<file path="src/rtl/regfile_lock.sv">
// Two-read/one-write register file with per-register pending bits, a lock
// handshake, optional write-to-read bypass and a sequenced bulk-clear engine.
module regfile_lock #(
    parameter int WIDTH  = 16,
    parameter int NREGS  = 8,
    parameter int AW     = 3,
    parameter int BYPASS = 1
) (
    input  logic             clk,
    input  logic             reset,
    input  logic [WIDTH-1:0] data_in,
    input  logic [AW-1:0]    writenum,
    input  logic             write,
    input  logic [AW-1:0]    readnum_a,
    input  logic [AW-1:0]    readnum_b,
    output logic [WIDTH-1:0] data_out_a,
    output logic [WIDTH-1:0] data_out_b,
    output logic             busy_a,
    output logic             busy_b,
    input  logic             lock,
    input  logic [AW-1:0]    locknum,
    output logic             lock_ok,
    input  logic             clear,
    output logic             clearing
);

    typedef enum logic {IDLE, CLEAR} state_t;

    state_t            state_reg, state_next;
    logic [AW-1:0]     ptr_reg, ptr_next;
    logic [WIDTH-1:0]  regs_reg [NREGS];
    logic [NREGS-1:0]  pending_reg;

    logic [NREGS-1:0]  write_hit, lock_sel, lock_hit, clear_hit, rd_hit_a, rd_hit_b;
    logic              idle;

    assign idle     = (state_reg == IDLE);
    assign clearing = (state_reg == CLEAR);

    // One-hot decodes; an out-of-range index simply matches no register.
    generate
        for (genvar gi = 0; gi < NREGS; gi++) begin : g_decode
            assign write_hit[gi] = write && idle && (writenum == AW'(gi));
            assign lock_sel[gi]  = (locknum == AW'(gi));
            assign lock_hit[gi]  = lock_ok && lock_sel[gi];
            assign clear_hit[gi] = clearing && (ptr_reg == AW'(gi));
            assign rd_hit_a[gi]  = (readnum_a == AW'(gi));
            assign rd_hit_b[gi]  = (readnum_b == AW'(gi));
        end
    endgenerate

    assign lock_ok = lock && idle && |(lock_sel & ~pending_reg);

    always_comb begin
        data_out_a = '1;
        data_out_b = '1;
        busy_a     = 1'b0;
        busy_b     = 1'b0;
        for (int i = 0; i < NREGS; i++) begin
            if (rd_hit_a[i]) begin
                data_out_a = regs_reg[i];
                busy_a     = pending_reg[i];
            end
            if (rd_hit_b[i]) begin
                data_out_b = regs_reg[i];
                busy_b     = pending_reg[i];
            end
        end
        // write_hit already excludes CLEAR, so forwarding is off while clearing
        if (BYPASS != 0 && |(write_hit & rd_hit_a)) begin
            data_out_a = data_in;
            busy_a     = 1'b0;
        end
        if (BYPASS != 0 && |(write_hit & rd_hit_b)) begin
            data_out_b = data_in;
            busy_b     = 1'b0;
        end
    end

    // A lock granted alongside a write to the same entry wins the pending bit.
    always_ff @(posedge clk) begin
        if (reset) begin
            for (int i = 0; i < NREGS; i++) begin
                regs_reg[i]    <= '0;
                pending_reg[i] <= 1'b0;
            end
        end else begin
            for (int i = 0; i < NREGS; i++) begin
                if (clear_hit[i]) begin
                    regs_reg[i]    <= '0;
                    pending_reg[i] <= 1'b0;
                end else begin
                    if (write_hit[i])
                        regs_reg[i] <= data_in;
                    if (lock_hit[i])
                        pending_reg[i] <= 1'b1;
                    else if (write_hit[i])
                        pending_reg[i] <= 1'b0;
                end
            end
        end
    end

    always_ff @(posedge clk) begin
        if (reset) begin
            state_reg <= IDLE;
            ptr_reg   <= '0;
        end else begin
            state_reg <= state_next;
            ptr_reg   <= ptr_next;
        end
    end

    always_comb begin
        state_next = state_reg;
        ptr_next   = ptr_reg;
        case (state_reg)
            IDLE: begin
                if (clear) begin
                    state_next = CLEAR;
                    ptr_next   = '0;
                end
            end
            CLEAR: begin
                ptr_next = ptr_reg + 1'b1;
                if (ptr_reg == AW'(NREGS - 1))
                    state_next = IDLE;
            end
            default: state_next = IDLE;
        endcase
    end

endmodule
</file>
<file path="config.mk">
export PLATFORM = sky130hd
export DESIGN_NAME = regfile_lock
export DESIGN_NICKNAME = d
export VERILOG_FILES = /design/src/rtl/regfile_lock.sv
export SDC_FILE = /design/constraint.sdc
export NUM_CORES = 1
export LEC_CHECK = 0
export ABC_AREA = 1
export CORE_MARGIN = 2
export CORE_UTILIZATION = 45
export DETAILED_ROUTE_END_ITERATION = 8
export PLACE_DENSITY = 0.74
export SLEW_MARGIN = 20
export SYNTH_ARGS = -nofsm -noshare
export SYNTH_HDL_FRONTEND = slang
export SYNTH_SLANG_ARGS = --single-unit
</file>
<file path="constraint.sdc">
create_clock -name clk -period 4.5 [get_ports clk]
set_input_delay 1.125 -clock clk [delete_from_list [all_inputs] [get_ports clk]]
set_output_delay 1.125 -clock clk [all_outputs]
set_load 0.01 [all_outputs]
</file>
==> parameters.txt, run 1 <==
Parameter                              Value

Timing
  Setup repair after global routing missed its margin ... false
  Final-report max-slew violation count ... 0
  Final Cycle Share ... 0.940
  Number of hold violations in the final report ... 0
  Accumulated negative setup slack ... 0 ns
  Fin Clk Skew ... 0.00722 ns
  Minimum hold slack ... 0.496 ns
  Maximum clock frequency ... 237 MHz
  Transition time at the pin with the least slew margin ... 0.867 ns
  Setup violators final ... 0
  Shortest period the worst path allows ... 4.23 ns
  Relative slew margins ... 0.421

Floorplan
  Site Rows ... 50
  Full die area ... 19800 um2
  Placeable Area ... 18500 um2
  Width of the die ... 141 um
  Die Height ... 141 um
  Effective utilization at floorplan ... 0.455
  Number of primary I/O pins ... 69

Logic synthesis
  Number of distinct library cells after synthesis ... 34
  Post-synth top flop ... edfxtp_1
  Sequential element share of the synthesized area ... 0.485
  Top area cells in the synthesized netlist ... edfxtp_1 (46%), nor2_1 (15%), nand2_1 (15%)
  Area share of the largest cell type after synthesis ... 0.456
  Post-Syn Instances ... 1171
  Yosys warning total ... 0
  Number of nets in the synthesized netlist ... 1210
  Count of flip-flops with a built-in enable after synthesis ... 128
  Proportion of synthesized flip-flops having asynchronous set or reset ... 0
  Cell area after synthesis ... 8420 um2
  Flip-flop and latch count after synthesis ... 140
  Synth area leader ... edfxtp_1
  Mean area per synthesized cell ... 7.19 um2

Outcome
  Status ... finished, final reports clean

Place
  Number of port buffers ... 68
  # placed instances ... 1476
  Gpl congestion ... 0.918
  DP Wirelength ... 17700 um

Finish
  Max FFs per register ... 128
  Fraction of final layout cells sized beyond drive strength 1 ... 0.0973
  FILL cells ... 1670
  Post-Layout Cell Count ... 1509
  Antenna cell count ... 0
  Final Net Count ... 1304
  Syn-to-layout area delta ... 24.3%

Clocking
  Clock tree from TritonCTS ... done
  Clock network latency to the later pin of the worst-skew pair ... 0.43 ns
  Sinks on Clock Net ... 140
  Cts bufs inserted ... 17
  Number of buffers added to fix hold violations after cts ... 0
  CTS H-tree depth ... 4
  CTS root buffer ... clkbuf_16
  Deepest clock path buffer count ... 2
  Clock-pin transition on the worst setup and hold timing paths ... 0.06 ns

Global routing
  Global-route total usage across every layer ... 0.259
  Largest net degree at the start of global routing ... 35
  First-pass GRT wire length ... 39800 um
  Fraction of met2 tracks used by global routing ... 0.399
  Global-route track usage on met1 ... 0.378
  Global routing's busiest layer ... met2
  GRT overflow ... 0
  Vias in the first global route ... 7508
  GRT met3 Usage ... 0.0482
  Initial antenna violation count ... 0

Critical path
  Worst setup path endpoint ... lock_ok
  Worst setup SP type ... input pin
  Launch point of the critical path ... locknum[0]
  Arrival time of the worst setup path ... 3.10 ns
  Worst reg2reg path depth ... 6
  Critical-path cell list ... clkdlybuf4s50_1 -> inv_1 -> nor3_1 -> nand2_1 -> o21ai_0 -> nor2_1 -> a21boi_0 -> clkdlybuf4s50_1
  Crit Path Category ... in -> out
  Master of the slowest instance on the critical path ... clkdlybuf4s50_1
  Type of element capturing the critical path ... primary output
  End of the worst register-to-register path ... regs_reg[0][17]
  Highest fanout seen on the critical path ... 5
  Required time reported for the critical path endpoint ... 3.38 ns
  Slowest Stage Delay on Critical Path ... 0.58 ns
  CP dominant cell by count ... clkdlybuf4s50_1
  Startpoint of the worst register-to-register path ... clearing
  Worst-case register-to-register setup slack ... 2.31 ns

Run
  Total of max-cap violations ... 0

Routing
  DRT antenna net count ... 0
  Routed vias ... 8182
  Total iterations of the first detailed-routing run ... 6
  Detailed Route WL ... 25700 um
  Number of DRC violations after detailed routing ... 0
  Final routed wire length divided by cell count ... 17.1 um
  Vias per std cell ... 5.42
  DRT iter0 DRCs ... 1118

Power
  Power density over the cells ... 336 nW/um2
  Static Leakage ... 5.04 nW
  Pwr Total ... 0.00351 W
  Maximum VDD drop ... 0.271 mV

Hold path
  Hold crit path type ... reg -> reg
[synthesized netlist by cell type, types with 3 or more instances]
master,count
a21oi_1,4
buf_1,5
buf_2,13
buf_4,5
clkbuf_1,21
dfxtp_1,12
edfxtp_1,128
ha_1,6
inv_1,114
inv_2,8
nand2_1,328
nand2_2,4
nand3_1,98
nand3b_1,3
nand4_1,33
nor2_1,342
nor2_2,4
nor3_1,7
nor3_2,4
o21ai_0,5
or2_2,9
[cells in the final DEF, fill, tap and decap left out, types with 3 or more instances in the layout]
| cell type | instances |
|---|---|
| inv_1 | 113 |
| dfxtp_1 | 12 |
| nand4_1 | 33 |
| nand3b_1 | 3 |
| o21ai_0 | 5 |
| or2_2 | 9 |
| dlymetal6s2s_1 | 37 |
| nand2_1 | 327 |
| clkinvlp_4 | 3 |
| edfxtp_1 | 128 |
| bufinv_16 | 3 |
| buf_12 | 10 |
| buf_4 | 40 |
| nor2_4 | 6 |
| inv_2 | 9 |
| nand2_2 | 4 |
| nor2_1 | 337 |
| ha_1 | 6 |
| nor3_2 | 4 |
| a21oi_1 | 4 |
| nand3_1 | 97 |
| nor2_2 | 5 |
| clkdlybuf4s50_1 | 31 |
| nor3_1 | 5 |
| clkbuf_16 | 18 |
[final cells by class]
type	count	area, um2	area share
Sequential cell	140	4080	0.390
Multi-Input combinational cell	861	3720	0.355
Timing Repair Buffer	122	1340	0.128
Inverter	123	462	0.0441
Clock buffer	18	429	0.0410
Tap cell	234	293	0.0280
Clock inverter	11	148	0.0141
[power by group]
part           internal, W  switching, W  leakage, nW  total, W
clock network     0.000861      0.000549        0.272   0.00141
logic             0.000221      0.000368         3.33  0.000589
registers          0.00149     0.0000286         1.43   0.00151
[metrics by stage]
step	utilization	setup WS (ns)	cell area, um2
floorplan	-	1.05	8420
global placement	0.523	0.0103	9680
detailed placement	0.523	-0.000368	9680
CTS	0.555	0.0172	10300
global route	0.565	0.0233	10500
finish	0.565	0.272	10500
[how the worst min path moves through the flow]
stage | from | to | slack (ns) | depth (start not counted)
5_1_grt | pending_reg[4] | pending_reg[4] | 0.53 | 2
3_5_place_dp | pending_reg[6] | pending_reg[6] | 0.48 | 2
6_report | pending_reg[6] | pending_reg[6] | 0.50 | 2
3_3_place_gp | pending_reg[6] | pending_reg[6] | 0.48 | 2
4_1_cts | pending_reg[6] | pending_reg[6] | 0.49 | 2
2_1_floorplan | pending_reg[2] | pending_reg[2] | 0.46 | 2
[routing by layer]
metal	routed length, um	part of all wire
met4	427	0.017
met2	11700	0.45
met1	11100	0.43
met3	2560	0.099
met5	0	0
[cells by family (layout without fill, tap and decap cells)]
family / count (synthesis) / count (layout) / share of synthesized area
flip-flops: 140 / 140 / 0.485
AO/OA/AOI/OAI: 17 / 17 / 0.0116
adder cells (fa/ha/maj): 6 / 6 / 0.00891
AND/OR/NAND/NOR: 838 / 838 / 0.413
buffers and inverters: 170 / 274 / 0.0818
[critical path, delay by kind of cell]
family | cells | cell delay, ns
AND/OR/NAND/NOR | 3 | 0.41
buffers and inverters | 3 | 1.27
AO/OA/AOI/OAI | 2 | 0.30
[repair_timing]
| item | 4_1_cts | 5_1_grt |
|---|---|---|
| endpoints found under the setup margin | 14 | 33 |
| resized for setup | 4 | 52 |
| cloned | 0 | 1 |
| endpoints found under the hold margin | 0 | 0 |
| buffers inserted | 0 | 3 |
| pin swaps | 0 | 3 |
Note: power is estimated with default switching activity, not from simulation.
==> inputs of run 2 (changes only) <==
- CTS_CLUSTER_SIZE: unset -> 30
- GPL_ROUTABILITY_DRIVEN: unset -> 1
==> results of run 2 <==
No change in the layout: final DEF, timing and power equal those of run 1.
